File: config.mk
export PLATFORM = sky130hd
export DESIGN_NAME = fnv1a_hash_ctrl
export DESIGN_NICKNAME = d
export VERILOG_FILES = /design/src/rtl/fnv1a_pkg.sv /design/src/rtl/fnv1a_hash_ctrl.sv
export SDC_FILE = /design/constraint.sdc
export NUM_CORES = 1
export LEC_CHECK = 0
export BUFFER_PORTS_ARGS = -buffer_cell sky130_fd_sc_hd__buf_2
export CELL_PAD_IN_SITES_DETAIL_PLACEMENT = 0
export CELL_PAD_IN_SITES_GLOBAL_PLACEMENT = 1
export CORE_ASPECT_RATIO = 2
export CORE_MARGIN = 3
export CORE_UTILIZATION = 49
export DETAILED_ROUTE_END_ITERATION = 10
export GPL_TIMING_DRIVEN = 1
export PLACE_DENSITY_LB_ADDON = 0.12
export SETUP_SLACK_MARGIN = 0.02
export SLEW_MARGIN = 15
export SYNTH_ARGS = -nofsm -noshare
export SYNTH_HDL_FRONTEND = slang
export SYNTH_SLANG_ARGS = --single-unit
export TNS_END_PERCENT = 1
File: constraint.sdc
create_clock -name clk -period 4.99 [get_ports clk]
set_clock_uncertainty 0.15 [all_clocks]
set_input_delay 0.2495 -clock clk [delete_from_list [all_inputs] [get_ports clk]]
set_output_delay 0.2495 -clock clk [all_outputs]
set_load 0.05 [all_outputs]
File: src/rtl/fnv1a_pkg.sv
// Shared constants, opcode/state encodings and the FNV-1a shift-add schedule.
package fnv1a_pkg;

  localparam logic [31:0] FNV_OFFSET_BASIS = 32'h811C9DC5;
  localparam logic [31:0] FNV_PRIME        = 32'h01000193;

  typedef enum logic [1:0] {
    OP_BYTE  = 2'b00,
    OP_INIT  = 2'b01,
    OP_LATCH = 2'b10,
    OP_RSVD  = 2'b11
  } op_e;

  typedef enum logic {
    IDLE = 1'b0,
    MUL  = 1'b1
  } state_e;

  localparam int unsigned MUL_STEPS = 5;

  // FNV prime = 2^24 + 2^8 + 2^7 + 2^4 + 2^1 + 2^0; the 2^0 term is the XOR-fold itself.
  localparam logic [MUL_STEPS-1:0][4:0] SHIFT_TABLE = {5'd24, 5'd8, 5'd7, 5'd4, 5'd1};

  function automatic logic [4:0] shift_of(input logic [2:0] step);
    logic [4:0] amt;
    amt = '0;
    for (int unsigned i = 0; i < MUL_STEPS; i++) begin
      if (step == 3'(i)) amt = SHIFT_TABLE[i];
    end
    return amt;
  endfunction

endpackage

File: src/rtl/fnv1a_hash_ctrl.sv
// FNV-1a 32-bit hash sequencer: byte/control command handshake, shift-add multiply, digest latch.
module fnv1a_hash_ctrl
  import fnv1a_pkg::*;
#(
  parameter int unsigned COUNT_W = 16
) (
  input  logic               clk,
  input  logic               rst_n,
  input  logic               cmd_valid,
  output logic               cmd_ready,
  input  logic [1:0]         cmd_op,
  input  logic [7:0]         cmd_data,
  input  logic [1:0]         rd_idx,
  output logic [7:0]         rd_data,
  output logic               digest_valid,
  output logic               busy,
  output logic [COUNT_W-1:0] byte_count
);

  state_e      state;
  logic [2:0]  step;
  logic [31:0] hash;
  logic [31:0] xr;
  logic [31:0] digest;
  logic [31:0] folded;
  logic [31:0] mul_sum;
  op_e         op;

  assign op        = op_e'(cmd_op);
  assign folded    = hash ^ {24'b0, cmd_data};
  assign mul_sum   = hash + (xr << shift_of(step));
  assign cmd_ready = (state == IDLE);
  assign busy      = (state != IDLE);
  assign rd_data   = digest[{rd_idx, 3'b000} +: 8];

  always_ff @(posedge clk or negedge rst_n) begin
    if (!rst_n) begin
      state        <= IDLE;
      step         <= '0;
      hash         <= FNV_OFFSET_BASIS;
      xr           <= '0;
      digest       <= '0;
      digest_valid <= 1'b0;
      byte_count   <= '0;
    end else begin
      case (state)
        IDLE: begin
          if (cmd_valid) begin
            case (op)
              OP_BYTE: begin
                hash  <= folded;
                xr    <= folded;
                step  <= '0;
                state <= MUL;
                if (byte_count != '1) byte_count <= byte_count + 1'b1;
              end
              OP_INIT: begin
                hash         <= FNV_OFFSET_BASIS;
                byte_count   <= '0;
                digest_valid <= 1'b0;
              end
              OP_LATCH: begin
                digest       <= hash;
                digest_valid <= 1'b1;
              end
              default: ;
            endcase
          end
        end
        MUL: begin
          hash <= mul_sum;
          if (step == 3'(MUL_STEPS - 1)) begin
            step  <= '0;
            state <= IDLE;
          end else begin
            step <= step + 3'd1;
          end
        end
        default: state <= IDLE;
      endcase
    end
  end

endmodule

==> results.ini <==
[detailed_routing]
vias = 6677
wire_per_inst_um = 22.0
drtIter0Drc = 392
drtAntennaViolNets = 0
vias_per_cell = 6.14
wirelength_mm = 24.0
dr.pass1.iters = 5
drc_errors = 0

[setup_path]
cp_cell_sequence = ha_1, ha_1, nor2_1, and2_2, buf_4, mux2i_1, a21oi_1, nor2_1, a211oi_1, a211oi_1, a21oi_1, ha_1, a21oi_1, o21bai_1, a2111oi_1, nand3_2, a311oi_2, xnor3_1, a21oi_1
critPathArrivalTime_ns = 4.94
setup.worst_path.start_class = flip-flop
end_kind = flip-flop
cp_top_family = compound AO/OA/AOI/OAI gates
criticalPathCategory = reg -> reg
worstPathMaxFanout = 14
max_stage_delay_ns = 0.49
path_buf_inv = 1
slowest_stage = a2111oi_1
critPathRequiredTime_ns = 5.20
crit_top_cell = a21oi_1

[cells_and_area]
mostFrequentLayoutCell = dfrtp_1
final_util_pct = 57.8
diodes = 0
drive_above_1_share_pct = 22.0
fillers = 1434
area_growth_syn_to_layout_pct = 14.1
final_cell_mix = 103 x dfrtp_1, 84 x nor2_1, 78 x nand2_1
nets = 934

[flow_run]
cap_violations = 0

[logic_synthesis]
synth_top_cell_area_share_pct = 32.8
ys_ff_latch = 117
ys_warn_count = 0
synth.area.top_cells = dfrtp_1 33%, mux2_2 8.3%, ha_1 6.5%
synth_top_area_cell = dfrtp_1
synth_area_per_cell_um2 = 9.43
netlist_area_mm2 = 0.00787
synthCells = 834
synth_nets = 891
synth-edff-count = 0
async_flop_share_pct = 100
ys_seq_area_share_pct = 37.4
ys_types = 65
ys.flop_type = dfrtp_1

[cts]
clockRootBuffer = clkbuf_16
clk_pin_slew_ns = 0.06
cts_buffer_depth = 2
cts_tree = done
h-tree-depth = 4
clock_latency_ns = 0.43
post-cts-setup-buffer-count = 0
cts_buffers = 17
clock-sinks = 117

[global_routing]
track_usage_pct = 28.7
grt_max_degree = 62
grt_pass1_wl_mm = 37.3
antenna_found_initial = 0
grt_pass1_vias = 6847
grt-ovfl-total = 0

[timing]
finalHoldViolations = 0
fin_crit_sh_pct = 94.8
fmax_ghz = 0.211
slew-limit-headroom_pct = 45.7
setup_violations = 0
tightest_slew_ns = 0.815
setup_ws_ns = 0.258
grt_setup_unrepaired = yes
fin_crit_ns = 4.73
maxSlewViolCount = 0

[floorplan]
initial_core_util_pct = 50.6
die_w_um = 95.6
core.rowCount = 64
die_area_mm2 = 0.0177
pin_count = 42
core_mm2 = 0.0155
dieHeight_um = 185

[placement]
hpwl_mm = 18.6
gp_congestion = 0.973
port_buffers = 41
place_ws_ns = 0.220

[status]
outcome = completed

[min_path]
min_path_type = in -> reg

[cell usage after synthesis, drive strengths merged, types with 4 or more instances]
master  number
dfrtp      103
nor2        85
nand2       81
mux2        58
o21ai       58
a21oi       55
ha          41
mux2i       31
clkbuf      28
xor2        27
xnor2       23
a211oi      19
a21o        19
inv         17
nand3       17
buf         14
dfstp       14
nor3        13
nand4       12
a31oi       11
nor2b       10
a221oi       9
a22oi        8
mux4         8
o21bai       7
and2         6
and3         6
o211ai       5
o22ai        5
nand2b       4
[sequential cells by signal (all words and copies together), names as in the netlist]
register,cells
busy,1
xr,32
byte_count,16
hash,32
step,3
digest_valid,1
digest,32
[metal layers]
layer  track usage (%)  vias up  routed length, µm
met4              22.0        0               1920
met3              4.07       86                692
li1                  -     3130                  -
met2              52.6      189              13200
met1              27.8     3272               8140
met5                 0        -                  0
[worst paths after layout]
path | endpoint | slack, ns | depth (start not counted) | start
worst max-delay path | hash[31] | 0.26 | 19 | step[0]
worst min-delay path | hash[6] | 0.03 | 4 | cmd_data[6]
worst max register to register | hash[31] | 0.26 | 19 | step[0]
worst min register to register | digest_valid | 0.35 | 1 | digest_valid
max in group asynchronous | xr[20] | 3.14 | 3 | rst_n
min in group asynchronous | digest_valid | 0.26 | 2 | rst_n
[cell type report]
cell class	count	area [µm²]	share of cell area (%)
inverter	18	67.6	0.753
tap	198	248	2.76
timing repair buffer	67	439	4.89
sequential	117	2950	32.8
clock buffer	18	439	4.89
clock inverter	14	141	1.57
multi-input combinational	656	4700	52.3
[worst register-to-register path, delay by kind of cell (launching register included)]
family          cells  cell delay, ns
compound gates      9            1.91
xor+xnor            1            0.25
fa+ha+maj           3            0.83
buf+inv             1            0.25
flops               1            0.43
mux                 1            0.25
simple gates        4            0.60
[per-stage QoR]
| stage | std cells | setup TNS [ns] | hold slack, ns | instance area [µm²] |
|---|---|---|---|---|
| 2_1_floorplan | 834 | 0 | -0.196 | 7870 |
| 3_3_place_gp | 1053 | 0 | 0.180 | 8320 |
| 3_5_place_dp | 1053 | 0 | 0.197 | 8320 |
| 4_1_cts | 1088 | 0 | 0.00475 | 8930 |
| 5_1_grt | 1088 | -0.0206 | 0.0279 | 8980 |
| 6_report | 1088 | 0 | 0.0331 | 8980 |
[cells by family after synthesis]
kind of cell / count (synthesis) / share of synthesized area [%]
compound gates: 220 / 17.8
buf+inv: 61 / 3.40
mux: 97 / 14.5
flops: 117 / 37.4
xor+xnor: 51 / 5.85
fa+ha+maj: 42 / 6.77
simple gates: 246 / 14.2
[what timing repair did]
action,CTS,global route
hold buffers,3,0
gates resized for setup,0,12
setup endpoints to repair,0,11
endpoints found under the hold margin,47,0
Power is not shown: default switching activity piles up to over one toggle a cycle in this logic, so the estimate is an artifact.
